===== src/rtl/adc_scan_sequencer.sv =====
// adc_scan_sequencer: round-robin frame master for an 8-channel 12-bit serial ADC (16-SCLK frames, data lags address by one frame)
module adc_scan_sequencer #(
  parameter int CLK_DIV = 20,
  parameter int GAP_CYC = 2
) (
  input  logic        clk,
  input  logic        rst_n,
  input  logic        scan_en,
  input  logic [7:0]  chan_mask,
  input  logic        adc_dout,
  output logic        adc_sck,
  output logic        adc_cs_n,
  output logic        adc_din,
  output logic        res_valid,
  output logic [2:0]  res_chan,
  output logic [11:0] res_data,
  output logic        sweep_done,
  output logic        busy
);
  localparam int DW = $clog2((CLK_DIV > GAP_CYC ? CLK_DIV : GAP_CYC) + 1);
  localparam logic [DW-1:0] HALF_END = DW'(CLK_DIV / 2 - 1);
  localparam logic [DW-1:0] FULL_END = DW'(CLK_DIV - 1);
  localparam logic [DW-1:0] GAP_END = DW'(GAP_CYC - 1);

  typedef enum logic [1:0] {IDLE, SETUP, SHIFT, GAP} state_t;

  state_t        state;
  logic [DW-1:0] div;
  logic [3:0]    bit_k;
  logic [7:0]    mask_q;
  logic [2:0]    addr;
  logic [2:0]    cur_chan;
  logic [2:0]    pend_chan;
  logic          pend_valid;
  logic [11:0]   sh;
  logic          start;
  logic [3:0]    nk;
  logic          nk_din;

  function automatic logic [2:0] next_chan(input logic [7:0] m, input logic [2:0] c);
    next_chan = c;
    for (int i = 8; i >= 1; i--) if (m[c + 3'(i)]) next_chan = c + 3'(i);
  endfunction

  function automatic logic [2:0] top_chan(input logic [7:0] m);
    top_chan = 3'd0;
    for (int i = 0; i < 8; i++) if (m[i]) top_chan = 3'(i);
  endfunction

  assign start = scan_en && (chan_mask != 8'd0);
  assign nk = bit_k + 4'd1;
  assign nk_din = nk == 4'd2 ? addr[2] : nk == 4'd3 ? addr[1] : nk == 4'd4 ? addr[0] : 1'b0;
  assign busy = state != IDLE;

  always_ff @(posedge clk or negedge rst_n) begin
    if (!rst_n) begin
      state <= IDLE;
      adc_cs_n <= 1'b1;
      adc_sck <= 1'b1;
      adc_din <= 1'b0;
      res_valid <= 1'b0;
      res_chan <= 3'd0;
      res_data <= 12'd0;
      sweep_done <= 1'b0;
      pend_valid <= 1'b0;
      pend_chan <= 3'd0;
      cur_chan <= 3'd7;
      addr <= 3'd0;
      mask_q <= 8'd0;
      sh <= 12'd0;
      div <= '0;
      bit_k <= 4'd0;
    end else begin
      res_valid <= 1'b0;
      sweep_done <= 1'b0;
      case (state)
        IDLE: if (start) begin
          state <= SETUP;
          adc_cs_n <= 1'b0;
          mask_q <= chan_mask;
          addr <= next_chan(chan_mask, cur_chan);
          div <= '0;
        end
        SETUP: if (div == HALF_END) begin
          state <= SHIFT;
          adc_sck <= 1'b0;
          adc_din <= 1'b0;
          div <= '0;
          bit_k <= 4'd0;
        end else div <= div + 1'b1;
        SHIFT: begin
          div <= div + 1'b1;
          if (div == HALF_END) begin
            adc_sck <= 1'b1;
            if (bit_k >= 4'd4) sh <= {sh[10:0], adc_dout};
          end
          if (div == FULL_END) begin
            div <= '0;
            if (bit_k == 4'd15) begin
              state <= GAP;
              adc_cs_n <= 1'b1;
              adc_din <= 1'b0;
              res_valid <= pend_valid;
              sweep_done <= pend_valid && (pend_chan == top_chan(mask_q));
              if (pend_valid) begin
                res_chan <= pend_chan;
                res_data <= sh;
              end
              // this frame's address is answered by the next frame's data
              pend_chan <= addr;
              pend_valid <= 1'b1;
              cur_chan <= addr;
            end else begin
              bit_k <= nk;
              adc_sck <= 1'b0;
              adc_din <= nk_din;
            end
          end
        end
        GAP: if (div == GAP_END) begin
          div <= '0;
          if (start) begin
            state <= SETUP;
            adc_cs_n <= 1'b0;
            mask_q <= chan_mask;
            addr <= next_chan(chan_mask, cur_chan);
          end else begin
            state <= IDLE;
            pend_valid <= 1'b0;
          end
        end else div <= div + 1'b1;
        default: state <= IDLE;
      endcase
    end
  end
endmodule


===== config.mk =====
export PLATFORM = sky130hd
export DESIGN_NAME = adc_scan_sequencer
export DESIGN_NICKNAME = d
export VERILOG_FILES = /design/src/rtl/adc_scan_sequencer.sv
export SDC_FILE = /design/constraint.sdc
export NUM_CORES = 1
export LEC_CHECK = 0
export ABC_AREA = 1
export CORE_ASPECT_RATIO = 1.1
export CORE_MARGIN = 3
export CORE_UTILIZATION = 57
export DETAILED_ROUTE_END_ITERATION = 8
export GPL_TIMING_DRIVEN = 0
export PLACE_DENSITY_LB_ADDON = 0.3
export REMOVE_ABC_BUFFERS = 1
export SLEW_MARGIN = 0
export SYNTH_ARGS = -nofsm -noshare
export SYNTH_HDL_FRONTEND = slang
export SYNTH_SLANG_ARGS = --single-unit

===== constraint.sdc =====
create_clock -name clk -period 2.75 [get_ports clk]
set_input_delay 0.275 -clock clk [delete_from_list [all_inputs] [get_ports clk]]
set_output_delay 0.275 -clock clk [all_outputs]
set_load 0.01 [all_outputs]

* Yosys cells after proc, flatten, opt, wreduce, memory -nomap -nowiden
Index checks and enable logic that the tools add are counted.
Storage, ports and cells: input port bits 12, memory bits (read-only) 0, bits in writable memories 0, output and inout port bits 21, bits in registers 61, latch bits 0, logic and storage cells 148, memories kept 0
Operators by class: $lt $le $gt $ge 8, reduce and logical (&&, ||, !) cells 19, equal/unequal tests 18, multiplexer cells 78, shift-type cells 0, add/subtract/negate cells 9, divide/modulo/power cells 0, bitwise gates (word level) 0, $mul 0
Operators by type and width (count):
- 3-bit 2-to-1 mux | 18
- 1-bit 2-to-1 mux | 30
- 3-bit by 4-bit less-than comparator with 1-bit output (second input constant) | 7
- 1-bit binary-select mux with 3-bit select | 7
- 5-bit 2-to-1 mux | 4
- 5-bit one-hot mux with 4 select lines | 1
- 8-bit 2-to-1 mux | 2
- 8-bit one-hot mux with 2 select lines | 1
- 2-bit inequality test (second input constant) | 7
- 3-bit adder (second input constant) | 4
- 4-bit 2-to-1 mux | 3
- 4-bit AND reduction | 3
- 2-bit 2-to-1 mux | 5
- 5-bit AND reduction | 2
- 3-bit AND reduction | 3
- 4-bit by 2-bit == test with 1-bit output (second input constant) | 2
- 2-bit one-hot mux with 4 select lines | 1
- 4-bit one-hot mux with 2 select lines | 1
- 2-bit nonzero test | 4
- 8-bit nonzero test | 1
- 3-bit by 2-bit adder with 3-bit output (second input constant) | 2
- 1-bit one-hot mux with 2 select lines | 3
- 3-bit one-hot mux with 2 select lines | 1
- 5-bit by 1-bit adder with 5-bit output (second input constant) | 1
- 16 further kinds | 19

* Longest topological paths before layout
word-level depth 15, gate-level depth with buffers 17

* Worst setup path after synthesis
Ideal clock, no wire load.
path type reg-to-reg, from register cur_chan[0], to register addr[0], buffers on the path 2, setup slack 0.639 ns, arrival 1.994 ns, library setup time 0.117 ns, stages on the path, launching flop included 17, period minus slack after synthesis 2.111 ns, cell sequence dfstp_2 > buf_6 > inv_4 > buf_8 > ha_1 > inv_2 > nand3_1 > nand3_1 > nand2_1 > nand2_1 > nand2_1 > nand2_1 > nand2_1 > nand2_1 > nand3_1 > nand3_1 > nand2_1
Between the ends: longest elaborated chain between the ends 13, elaborated cells on any way between the ends 31, those cells by class 7 x add/sub; 24 x mux
RTL lines:
- start, declared | line 32 | logic [2:0] cur_chan;
- start signal, assigned | line 112 | cur_chan <= addr;
- 3-bit adder | line 42 | for (int i = 8; i >= 1; i--) if (m[c + 3'(i)]) next_chan = c + 3'(i);
- 1-bit binary-select mux with 3-bit select | line 42
- 1-bit 2-to-1 mux (implied by the code) | line 42
- 3-bit 2-to-1 mux (6 in a row) | line 42
- 3-bit 2-to-1 mux (*) | line 42
- 3-bit 2-to-1 mux (*) | line 122 | if (start) begin
- 3-bit 2-to-1 mux | line 120 | GAP: if (div == GAP_END) begin
- 3-bit one-hot mux with 2 select lines (*) | line 76 | case (state)
- end signal, assigned | line 81 | addr <= next_chan(chan_mask, cur_chan);
- end signal, assigned | line 126 | addr <= next_chan(chan_mask, cur_chan);
- end, declared | line 31 | logic [2:0] addr;
Every way passes the cells marked *; elsewhere a longest branch is shown, timed or not. The select of a mux whose other input is x is not followed. A chain may end at the register's enable or synchronous reset.

* Worst setup path in the final report
from register cur_chan[1], to register addr[0]
The elaborated chain is that of the path after synthesis.

==> metrics.cfg <==
[status]
status=finished clean

[setup_path]
timing.critical_path.from_type=flop
cp_max_fo=12
r2r_setup_slack_ns=0.25
regToRegStartpoint=cur_chan[1]$_DFFE_PN1P_
crit-reg2reg-capture=addr[0]$_DFFE_PN0P_
setup.worst_path.end_class=flop
critPathRequiredTime_ns=2.98
critical_path_arrival_ns=2.73
timing_worst_setup_path_type=flop to flop
r2r_cells=15

[timing]
finalHoldViolCount=0
worstMarginPinSlew_ns=0.804
post-route-period-util_pct=90.9
maxSlewHeadroom_pct=46.1
clock_skew_ns=0.00845
finalSetupViolCount=0
final.setup.worst_slack_ns=0.249
grt_setup_unrepaired=no
fmax_achieved_ghz=0.400
slew_violations=0
timing.final.crit_period_ns=2.50
finalSetupTns_ns=0

[route]
drt-initial-drc-count=177
drcViolationCount=0
postRouteWirelength_um=7190
vias=2889
firstDrtPassIters=5
drt-vias-per-instance=5.29
drt-wirelength-per-cell_um=13.2
drtAntennaViolNets=0

[clocking]
tritoncts_clock_tree=yes
buffer_type_at_the_clock_tree_root=sky130_fd_sc_hd__clkbuf_8
setup_fix_bufs_post_cts=0
clockBufferDepth=2
numCtsBuffers=9
clk_latency_ns=0.34
clock_tree.htree_level_count=3
cts.clk_slew.worst_paths_ns=0.07
cts_sinks=60

[synth]
yosys_register_bits=60
area_of_the_mapped_netlist_um2=3410
postSynthAreaPerCell_um2=7.95
synth_commonest_cells=sky130_fd_sc_hd__nand2_1, sky130_fd_sc_hd__dfrtp_1, sky130_fd_sc_hd__inv_1
ys_dominant_reg_cell=sky130_fd_sc_hd__dfrtp_1
synth.yosys.seq_area_share_pct=44.2
yosysWarnings=0
synthDistinctLibCells=38
synth_enable_flop_cells=0
netlist.top_cell.by_area=sky130_fd_sc_hd__dfrtp_1
synth_area_leaders=sky130_fd_sc_hd__dfrtp_1, sky130_fd_sc_hd__nand2_1, sky130_fd_sc_hd__inv_1
syn-instance-count=429
postSynth.asyncResetShare_pct=100
post_synth_top_area_share_pct=40.4
synth.most_common_cell=sky130_fd_sc_hd__nand2_1

[grt]
antenna_found_initial=0
global_route.usage.met3_pct=5.07
met1_usage_pct=26.8
grt_use_total_pct=22.9
grt_overflow_total=0
grt_pass1_vias=2777
grt_busiest_layer=met2
grt_first_pass_wirelength_um=12400
gr_util_met2_pct=40.5
grt_max_degree=35

[pwr]
power_w=0.00277
power_leakage_nw=1.97
ir_drop_v=0.000385
power_per_cell_area_nw_per_um2=683

[die]
floorplan.rows=28
design.portCount=33
die_y_um=87.1
floorplan.initialDensity_pct=61.2
die_outline_area_um2=6950
placeableCoreArea_um2=5570
die_width_um=79.7

[worst_hold_path]
holdCritPathClass=input port to asynchronous set/reset pin

[placement]
io_port_bufs=32
placed_cell_area_um2=3770
dp.cells=528
place_ws_ns=0.200
place_congestion=0.927
dp_hpwl_um=5170

[final_layout]
n_antenna_cell=0
drive_gt1_share_pct=14.4
final_cell_count_no_fill=546
syn_to_final_growth_pct=18.8
filler_cell_count=421
num-nets-final=491
final_area_um2=4050

[run]
drv_cap=0

-- what timing repair did --
item | CTS | global route
endpoints found under the hold margin | 26 | 0
setup endpoints to repair | 0 | 2
hold buffers | 1 | 0
gates resized for setup | 0 | 2
-- layer usage --
layer	share of wire (%)	wire, um
met3	3.6	260
met1	43	3100
met5	0	0
met4	2.3	168
met2	51	3660
-- logic make-up (layout without fill, tap and decap cells) --
| kind of cell | Yosys count | count (layout) | synth area share (%) |
|---|---|---|---|
| adder cells (fa/ha/maj) | 13 | 13 | 4.77 |
| AO/OA/AOI/OAI | 80 | 80 | 12.9 |
| buffers and inverters | 70 | 112 | 8.70 |
| flip-flops | 60 | 60 | 44.2 |
| AND/OR/NAND/NOR | 200 | 200 | 27.9 |
| XOR/XNOR | 6 | 6 | 1.54 |
-- worst max-delay path by stage --
stage,startpoint,endpoint,cells past startpoint
floorplan,cur_chan[1]$_DFFE_PN1P_,addr[0]$_DFFE_PN0P_,15
global placement,rst_n,res_chan[0]$_DFFE_PN0P_,1
detailed placement,cur_chan[1]$_DFFE_PN1P_,addr[0]$_DFFE_PN0P_,15
CTS,cur_chan[1]$_DFFE_PN1P_,addr[0]$_DFFE_PN0P_,15
global route,cur_chan[1]$_DFFE_PN1P_,addr[0]$_DFFE_PN0P_,15
finish,cur_chan[1]$_DFFE_PN1P_,addr[0]$_DFFE_PN0P_,15
-- sequential cells by signal, summed over array words and instances (netlist names) --
signal	cells
adc_din	1
res_data	12
bit_k	4
state	2
adc_sck	1
sh	12
sweep_done	1
res_valid	1
div	5
addr	3
pend_chan	3
res_chan	3
adc_cs_n	1
cur_chan	3
pend_valid	1
mask_q	7
-- power by group --
group	total [W]	leakage (nW)	internal, W	switching (W)
registers	0.00106	0.794	0.000988	0.0000730
clock network	0.000980	0.122	0.000626	0.000354
logic	0.000726	1.05	0.000255	0.000471
-- per-stage QoR --
step / hold WS, ns / utilization (%)
2_1_floorplan: -0.0206 / -
3_3_place_gp: 0.453 / 67.5
3_5_place_dp: 0.319 / 67.7
4_1_cts: 0.483 / 72.4
5_1_grt: 0.508 / 72.7
6_report: 0.479 / 72.7
-- worst max-delay path: stages, from the launching register on --
cell and delay, ns:
sky130_fd_sc_hd__dfstp_2 0.71, sky130_fd_sc_hd__clkinvlp_4 0.25, sky130_fd_sc_hd__ha_2 0.46, sky130_fd_sc_hd__inv_2 0.10, sky130_fd_sc_hd__nand3_1 0.12, sky130_fd_sc_hd__nand3_1 0.14
sky130_fd_sc_hd__nand2_1 0.11, sky130_fd_sc_hd__nand2_1 0.06, sky130_fd_sc_hd__nand2_1 0.05, sky130_fd_sc_hd__nand2_1 0.05, sky130_fd_sc_hd__nand2_1 0.05, sky130_fd_sc_hd__nand2_1 0.06
sky130_fd_sc_hd__nand2_1 0.06, sky130_fd_sc_hd__nand2_1 0.04, sky130_fd_sc_hd__nand3_1 0.07, sky130_fd_sc_hd__nand2_1 0.05
-- area by class of cell --
| cell class | count | area, um^2 | share of cell area [%] |
|---|---|---|---|
| well taps | 75 | 93.8 | 2.32 |
| inverters | 61 | 235 | 5.81 |
| clock inverters | 6 | 111 | 2.75 |
| flip-flops and latches | 60 | 1510 | 37.2 |
| repair buffers | 35 | 357 | 8.80 |
| multi-input cells | 299 | 1610 | 39.7 |
| clock buffers | 10 | 138 | 3.40 |
-- cells in the final DEF (no fill, tap or decap), drive strengths merged --
cell and n:
a21o 1, a21oi 19, a31oi 2, and2 1, buf 3, bufinv 3
clkbuf 10, clkdlybuf4s50 31, clkinv 2, clkinvlp 2, dfrtp 55, dfstp 5
dlygate4sd3 1, ha 13, inv 60, nand2 130, nand3 38, nand4 1
nor2 25, nor3 4, nor4 1, o211ai 3, o21a 2, o21ai 49
o22ai 3, o31ai 1, xnor2 2, xor2 4
Note: power is estimated with default switching activity, not from simulation.
